--- src/rtl/tptx_state_timer.sv ---
// Transport-TX state register with dwell and link-busy watchdogs.
// The current state is loaded each cycle from the one-hot next_state vector.
// Illegal vectors fall back to IDLE and are counted.
// dwell_cnt measures time spent in the current non-IDLE state and drives expire.
// busy_cnt measures how long the link TX FSM has been busy and drives txtimeout.
module tptx_state_timer (
  input  logic        clk,
  input  logic        rst_n,
  input  logic [14:0] next_state,
  input  logic        tptx_reset,
  input  logic        lk_txfsmidle,
  input  logic [15:0] cfg_expire_limit,
  input  logic [15:0] cfg_txto_limit,
  output logic [14:0] cur_state,
  output logic        expire,
  output logic        txtimeout,
  output logic        state_err,
  output logic [7:0]  err_cnt
);

  localparam logic [14:0] IDLE_ST = 15'h0001;

  logic [14:0] cur_state_q, cur_state_d;
  logic [15:0] dwell_cnt_q, dwell_cnt_d;
  logic [15:0] busy_cnt_q, busy_cnt_d;
  logic        expire_q, expire_d;
  logic        txtimeout_q, txtimeout_d;
  logic        state_err_q, state_err_d;
  logic [7:0]  err_cnt_q, err_cnt_d;

  logic        ns_onehot;
  logic [14:0] load_state;
  logic        state_change;
  logic        busy_active;
  logic [16:0] dwell_inc;
  logic [16:0] busy_inc;

  // Next-state computation for every register; soft reset takes priority over the legality check
  always_comb begin
    ns_onehot    = (next_state != 15'd0) && ((next_state & (next_state - 15'd1)) == 15'd0);
    load_state   = ns_onehot ? next_state : IDLE_ST;
    state_change = (load_state != cur_state_q);
    busy_active  = !lk_txfsmidle && (cur_state_q != IDLE_ST);
    // 17-bit increments so a saturated counter can never wrap onto a small limit
    dwell_inc    = {1'b0, dwell_cnt_q} + 17'd1;
    busy_inc     = {1'b0, busy_cnt_q} + 17'd1;

    cur_state_d  = cur_state_q;
    dwell_cnt_d  = dwell_cnt_q;
    busy_cnt_d   = busy_cnt_q;
    expire_d     = expire_q;
    txtimeout_d  = txtimeout_q;
    state_err_d  = 1'b0;
    err_cnt_d    = err_cnt_q;

    if (tptx_reset) begin
      cur_state_d = IDLE_ST;
      dwell_cnt_d = 16'd0;
      busy_cnt_d  = 16'd0;
      expire_d    = 1'b0;
      txtimeout_d = 1'b0;
    end else begin
      cur_state_d = load_state;
      state_err_d = !ns_onehot;
      if (!ns_onehot && (err_cnt_q != 8'hFF)) begin
        err_cnt_d = err_cnt_q + 8'd1;
      end

      // Dwell time restarts on any state change and is held at zero in IDLE
      if (state_change || (load_state == IDLE_ST)) begin
        dwell_cnt_d = 16'd0;
      end else if (dwell_cnt_q != 16'hFFFF) begin
        dwell_cnt_d = dwell_inc[15:0];
      end

      // A state change on the limit cycle wins over the expire condition
      if (state_change) begin
        expire_d = 1'b0;
      end else if (!expire_q) begin
        expire_d = (load_state != IDLE_ST) && (cfg_expire_limit != 16'd0) &&
                   (dwell_inc == {1'b0, cfg_expire_limit});
      end

      if (busy_active) begin
        busy_cnt_d  = (busy_cnt_q != 16'hFFFF) ? busy_inc[15:0] : busy_cnt_q;
        txtimeout_d = txtimeout_q ||
                      ((cfg_txto_limit != 16'd0) && (busy_inc == {1'b0, cfg_txto_limit}));
      end else begin
        busy_cnt_d  = 16'd0;
        txtimeout_d = 1'b0;
      end
    end
  end

  // State and counter registers with asynchronous active-low reset
  always_ff @(posedge clk or negedge rst_n) begin
    if (!rst_n) begin
      cur_state_q <= IDLE_ST;
      dwell_cnt_q <= 16'd0;
      busy_cnt_q  <= 16'd0;
      expire_q    <= 1'b0;
      txtimeout_q <= 1'b0;
      state_err_q <= 1'b0;
      err_cnt_q   <= 8'd0;
    end else begin
      cur_state_q <= cur_state_d;
      dwell_cnt_q <= dwell_cnt_d;
      busy_cnt_q  <= busy_cnt_d;
      expire_q    <= expire_d;
      txtimeout_q <= txtimeout_d;
      state_err_q <= state_err_d;
      err_cnt_q   <= err_cnt_d;
    end
  end

  assign cur_state = cur_state_q;
  assign expire    = expire_q;
  assign txtimeout = txtimeout_q;
  assign state_err = state_err_q;
  assign err_cnt   = err_cnt_q;

endmodule
--- config.mk ---
export PLATFORM = sky130hd
export DESIGN_NAME = tptx_state_timer
export DESIGN_NICKNAME = d
export VERILOG_FILES = /design/src/rtl/tptx_state_timer.sv
export SDC_FILE = /design/constraint.sdc
export NUM_CORES = 1
export LEC_CHECK = 0
export CORE_MARGIN = 2
export CORE_UTILIZATION = 39
export CTS_CLUSTER_DIAMETER = 60
export DETAILED_ROUTE_END_ITERATION = 8
export PLACE_DENSITY_LB_ADDON = 0.15
export SYNTH_ARGS = -nofsm -noshare
export SYNTH_HDL_FRONTEND = slang
export SYNTH_SLANG_ARGS = --single-unit
export TNS_END_PERCENT = 20
--- constraint.sdc ---
create_clock -name clk -period 3.4 [get_ports clk]
set_input_delay 0.34 -clock clk [delete_from_list [all_inputs] [get_ports clk]]
set_output_delay 0.34 -clock clk [all_outputs]
set_load 0.01 [all_outputs]
==> metrics, run 1 <==
overall routed net length=9.37 mm; Detailed Routing Iterations Pass 1=4; Switching Power=495 uW; result of the run=completed; Yosys warning total=0; share of the yosys chip area belonging to registers=0.383; Post-Syn Area=3800 sq um; Power Dens Cells=370 nW/um^2; Synth cell types=61; FMAX=0.355 GHz; actual slew at the worst max-slew pin=0.693 ns; Fillers=911; core region area=9590 sq um; vias in the first global route=3224; R2R cell count=10; total of hold buffers inserted after clock tree synthesis=0; crit path max fanout=8; top library cells by usage in the layout, fill and taps aside=75 x clkdlybuf4s50_1, 57 x dfrtp_1, 45 x xnor2_1, 37 x nor2_1, 34 x xor2_1; number of placement rows=36; Slew headroom=0.538; I/O pin count=77; share of flip-flops with an asynchronous set or reset after synthesis=1.00; TritonCTS clock tree=yes; Post-CTS Resized=0; number of setup buffers added after CTS=0; MaxCap Viol Count=0; Cell Int Power=1330 uW; IO buf count=76; post-synth top area cell=dfrtp_1; setup repair after global routing missed its margin=no; grt ovf=0; layout-stage area growth over the synthesis result=30.0%; number of H-tree levels=3; DP HPWL=7.19 mm; Post-synth EDFFs=0; Required @ worst endpoint=3.66 ns; insertion delay of the later-clocked pin in the worst-skew pair=0.34 ns; Final period util=0.827; overall global routing resource usage=0.186; count of vias placed by the detailed router=3268; max-slew violation count=0; VDD IR-drop max=0.245 mV; count of state elements after synthesis=58; Residual DRC=0; worst endpoint data arrival time=3.08 ns; hold slack final=0.0239 ns; Power, Total=1830 uW; count of inserted antenna diode cells=0; Sequential Power Share=0.429; buffer levels on the longest clock path=2; Post-Route Utilization=0.514; Die Footprint=10500 sq um; TritonCTS buffer count=9; path class of the lowest-slack min-delay path=in -> async; clock sink total=58; Area contributors post-synth=dfrtp_1 38%, xnor2_1 10%, xor2_1 7.8%; height of the chip=103 microns; Main synth FF type=dfrtp_1; Die X-Extent=103 microns; Gate power share=0.191; fraction of final layout cells with drive strength greater than 1=0.106; slack of the worst reg-to-reg path=0.73 ns; Setup Skew=0.0114 ns; setup total negative slack=0 ns; portion of synthesized cell area occupied by the leading cell type=0.376; per-cell via count in the routed design=5.25; endpoint kind of the worst setup timing path=flip-flop; wire length of the first global-routing pass=15.3 mm; P_leak=0.00196 uW; number of nets still failing antenna checks after routing=0; leading cell type in the layout, fill and taps excluded=clkdlybuf4s50_1; DRC marker count from the first detailed-route iteration=110; final count of negative-setup-slack endpoints=0; antenna violations before repair=0; clock input transition at the sequential cells of the worst setup and hold paths=0.07 ns; weighted congestion at the end of routability-driven global placement=0.840; Critical Path Source Type=input port; Period minus WS final=2.81 ns; proportion of power drawn by the clock network=0.380; Starting Density=0.396; Post-Synthesis Net Count=456; pin count of the biggest net entering global routing=32; clock root buffer=clkbuf_8; cells after synthesis=402; WL per Instance=15.0 microns; critical path class=in -> reg; switch share=0.271; final hold violation count=0; syn_area_per_cell=9.45 sq um; Nets=540
-- cell type report --
type / instances / area (sq um) / area share
sequential: 58 / 1450 / 0.294
multi-input combinational: 328 / 2270 / 0.461
inverter: 5 / 18.8 / 0.00380
clock buffer: 10 / 128 / 0.0259
timing repair buffer: 84 / 816 / 0.165
clock inverter: 5 / 80.1 / 0.0162
tap: 133 / 166 / 0.0337
-- power groups by stage --
stage          registers (uW)  logic, uW  clock network, uW
4_1_cts                   785        355                712
6_report                  785        349                693
3_3_place_gp              795        343                  0
5_1_grt                   791        382                749
2_1_floorplan             807        129                  0
3_5_place_dp              798        353                  0
-- metrics by stage --
step                      std cells  area [sq um]  setup slack (ns)
after global routing            623          4930             0.465
final                           623          4930             0.587
after detailed placement        608          4730             0.260
after global placement          608          4730             0.350
after floorplan                 402          3800             0.972
after CTS                       623          4930             0.611
-- kinds of logic after synthesis --
group / Yosys count / synth area share
AO/OA/AOI/OAI: 66 / 0.127
buffers and inverters: 16 / 0.0201
AND/OR/NAND/NOR: 173 / 0.260
multiplexers: 6 / 0.0161
adder cells (fa/ha/maj): 4 / 0.0125
XOR/XNOR: 79 / 0.182
flip-flops: 58 / 0.383
-- critical path: stages --
cell and delay (ns):
clkdlybuf4s50_1 0.59, nor3_2 0.34, nand4_1 0.18, o21a_1 0.25, o211ai_4 0.33, nor2_8 0.08, or3b_1 0.52, nor4_4 0.27
xor2_1 0.17
-- sequential cells by signal, indices dropped and copies added (netlist names) --
register / count
busy_cnt_q: 16
cur_state: 15
dwell_cnt_q: 16
err_cnt: 8
expire: 1
state_err: 1
txtimeout: 1
-- synth_stat cells (7+ instances only) --
master and instances:
a21oi_1 22, a21oi_2 8, and2_1 16, and3_1 7
clkbuf_1 8, dfrtp_1 57, nand2_1 26, nand3_1 18
nand4_1 13, nor2_1 37, nor3_1 13, nor4_1 11
o21ai_0 8, xnor2_1 45, xor2_1 34
-- path summary, 6_finish.rpt --
kind | start | endpoint
min in group clk | err_cnt[6] | err_cnt[6]
setup reg to reg | dwell_cnt_q[0] | expire
setup / recovery | next_state[0] | err_cnt[7]
hold reg to reg | err_cnt[6] | err_cnt[6]
max in group asynchronous | rst_n | txtimeout
hold / removal | rst_n | err_cnt[4]
-- per-layer routing --
| metal | part of all wire | routed length (microns) | up-vias | GRT usage |
|---|---|---|---|---|
| li1 | - | - | 1617 | - |
| met1 | 0.47 | 4360 | 1564 | 0.242 |
| met2 | 0.48 | 4480 | 78 | 0.308 |
| met3 | 0.044 | 416 | 9 | 0.0461 |
| met4 | 0.011 | 106 | 0 | 0.0533 |
| met5 | 0 | 0 | - | 0 |
No activity file was read; power rests on OpenSTA's default activity.
==> run 2, diff against run 1 <==
- clock period: 3.4 -> 2.6 ns (I/O delays scaled with it)
==> run 2 against run 1 <==
Hold slack gained 0.45 ns. Clock power grew 50%. Register-to-register slack lost 0.56 ns. Power grew 40%. First-iteration DRC count grew 18%. Clock skew grew 0.0026 ns. Non-clock buffer count grew 33. Critical path depth grew 1. Clock-buffer cell count shrank 1. Highest routed layer unchanged.
==> metrics, run 2 (synthesis gave the netlist of run 1 again) <==
clock root buffer=clkbuf_8; TritonCTS buffer count=9 (unchanged); Gate power share=0.189 (-0.002); crit path max fanout=10 (+2); hold slack final=0.478 ns (+0.454 ns); count of inserted antenna diode cells=0 (unchanged); TritonCTS clock tree=yes; timing endpoint of the critical path=dwell_cnt_q[9]; MaxCap Viol Count=0 (unchanged); Switching Power=680 uW (+37%); pin count of the biggest net entering global routing=33 (+3.1%); Detailed Routing Iterations Pass 1=4 (unchanged); number of placement rows=36 (unchanged); grt ovf=0 (unchanged); buffer levels on the longest clock path=2 (unchanged); DP HPWL=7.76 mm (+8.0%); Slew headroom=0.572 (+0.0335); Residual DRC=0 (unchanged); max-slew violation count=0 (unchanged); I/O pin count=77 (unchanged); crit-path leading delay family=compound AO/OA/AOI/OAI gates; number of placed instances, taps included=640 (+5.3%); startpoint of the worst register-to-register path=dwell_cnt_q[0]; leading cell type in the layout, fill and taps excluded=clkdlybuf4s50_1; DRC marker count from the first detailed-route iteration=130 (+18%); clock sink total=58 (unchanged); Die Footprint=10500 sq um (unchanged); IO buf count=76 (unchanged); switch share=0.266 (-0.00493); slack of the worst reg-to-reg path=0.17 ns (-0.56 ns); Worst path max stage delay=0.49 ns (-0.10 ns); final non-filler cell area=5250 sq um (+6.3%); Required @ worst endpoint=2.85 ns (-0.81 ns); actual slew at the worst max-slew pin=0.643 ns (-0.0502 ns); number of setup buffers added after CTS=0 (unchanged); cell chain of the critical path=clkdlybuf4s50_1, or3_1, o41ai_2, o221a_2, o211ai_4, nor2_8, nor4b_4, o2111ai_2, buf_4, a31oi_1; wire length of the first global-routing pass=15.9 mm (+3.7%); worst endpoint data arrival time=2.78 ns (-0.30 ns); Cell Int Power=1870 uW (+41%); overall global routing resource usage=0.191 (+0.00460); weighted congestion at the end of routability-driven global placement=0.887 (+5.5%); Period minus WS final=2.53 ns; clock input transition at the sequential cells of the worst setup and hold paths=0.08 ns (about the same); master of the slowest instance on the critical path=clkdlybuf4s50_1; number of nets still failing antenna checks after routing=0 (unchanged); insertion delay of the later-clocked pin in the worst-skew pair=0.34 ns (about the same); Sequential Power Share=0.402 (-0.027); count of vias placed by the detailed router=3336 (+2.1%); antenna violations before repair=0 (unchanged); WL per Instance=14.7 microns (-2.0%); result of the run=completed; final hold violation count=0 (unchanged); VDD IR-drop max=0.295 mV (+21%); core region area=9590 sq um (unchanged); critical path depth in cells=10 (+1); Starting Density=0.396 (unchanged); path class of the lowest-slack min-delay path=in -> async; endpoint kind of the worst setup timing path=flip-flop; number of H-tree levels=3 (unchanged); Nets=573 (+6.1%); overall routed net length=9.68 mm (+3.4%); final count of negative-setup-slack endpoints=0 (unchanged); Final period util=0.975; launch point of the critical path=next_state[4]; Setup Skew=0.0140 ns (+0.00260 ns); Die X-Extent=103 microns (unchanged); setup repair after global routing missed its margin=yes; Post-Route Utilization=0.547 (+0.0325); Cell Count, Final, Fillers Out=657 (+5.5%); Critical Path Source Type=input port; R2R cell count=9 (-1); post-placement cell area=4980 sq um (+5.3%); top library cells by usage in the layout, fill and taps aside=75 x clkdlybuf4s50_1, 56 x dfrtp_1, 45 x xnor2_1, 39 x buf_4, 37 x nor2_1; P_leak=0.00214 uW (+9.1%); Power Dens Cells=487 nW/um^2 (+32%); fraction of final layout cells with drive strength greater than 1=0.170 (+0.0637); height of the chip=103 microns (unchanged); Buffers & Inverters on Critical Path=2 (+1); R2R Path End=expire; critical path class=in -> reg; FMAX=0.395 GHz; layout-stage area growth over the synthesis result=38.2%; proportion of power drawn by the clock network=0.409 (+0.029); per-cell via count in the routed design=5.08 (-3.2%); vias in the first global route=3302 (+2.4%)
-- run 2: final cells by class --
cell class | instances | area [sq um]
inverters | 5 | 18.8
clock inverters | 7 | 124
flip-flops and latches | 58 | 1450
repair buffers | 117 | 1080
fillers | 921 | 4350
multi-input cells | 328 | 2280
well taps | 133 | 166
clock buffers | 9 | 124
-- run 2: how the worst min path moves through the flow --
| stage | from | cells past startpoint | endpoint |
|---|---|---|---|
| finish | rst_n | 2 | err_cnt[4] |
| global route | err_cnt[6] | 1 | err_cnt[6] |
| CTS | rst_n | 2 | err_cnt[4] |
| detailed placement | rst_n | 1 | err_cnt[4] |
| global placement | rst_n | 1 | err_cnt[4] |
| floorplan | rst_n | 0 | busy_cnt_q[0] |
-- run 2: repair_timing --
item | 4_1_cts | 5_1_grt
setup endpoints to repair | 0 | 10
hold endpoints to repair | 25 | 0
gates resized for setup | 0 | 3
hold buffers | 1 | 0
-- run 2: worst register-to-register path: stages, from the launching register on --
cell and delay [ns]:
dfrtp_2 0.42, ha_1 0.22, and4_1 0.30, nand4_1 0.17
or3_1 0.34, a21boi_0 0.19, nor3_1 0.09, and4b_1 0.24
nand4_1 0.11, a211oi_1 0.25
-- run 2: power groups by stage --
stage	registers (uW)	logic, uW	clock network (uW)
6_report	1030	484	1040
3_3_place_gp	1040	475	0
5_1_grt	1040	538	1110
2_1_floorplan	1060	169	0
3_5_place_dp	1040	486	0
4_1_cts	1030	489	1070
-- run 2: layer usage --
| metal | global-route usage | wire, microns |
|---|---|---|
| met2 | 0.303 | 4470 |
| met1 | 0.270 | 4760 |
| met3 | 0.0373 | 343 |
| met4 | 0.0421 | 110 |
| met5 | 0 | 0 |
-- run 2: stage by stage --
| step | setup slack, ns | power (uW) | TNS, ns |
|---|---|---|---|
| floorplan | 0.172 | 1220 | 0 |
| global placement | -0.223 | 1510 | -4.34 |
| detailed placement | -0.279 | 1530 | -6.15 |
| CTS | 0.0871 | 2580 | 0 |
| global route | -0.0661 | 2690 | -0.174 |
| finish | 0.0656 | 2550 | 0 |
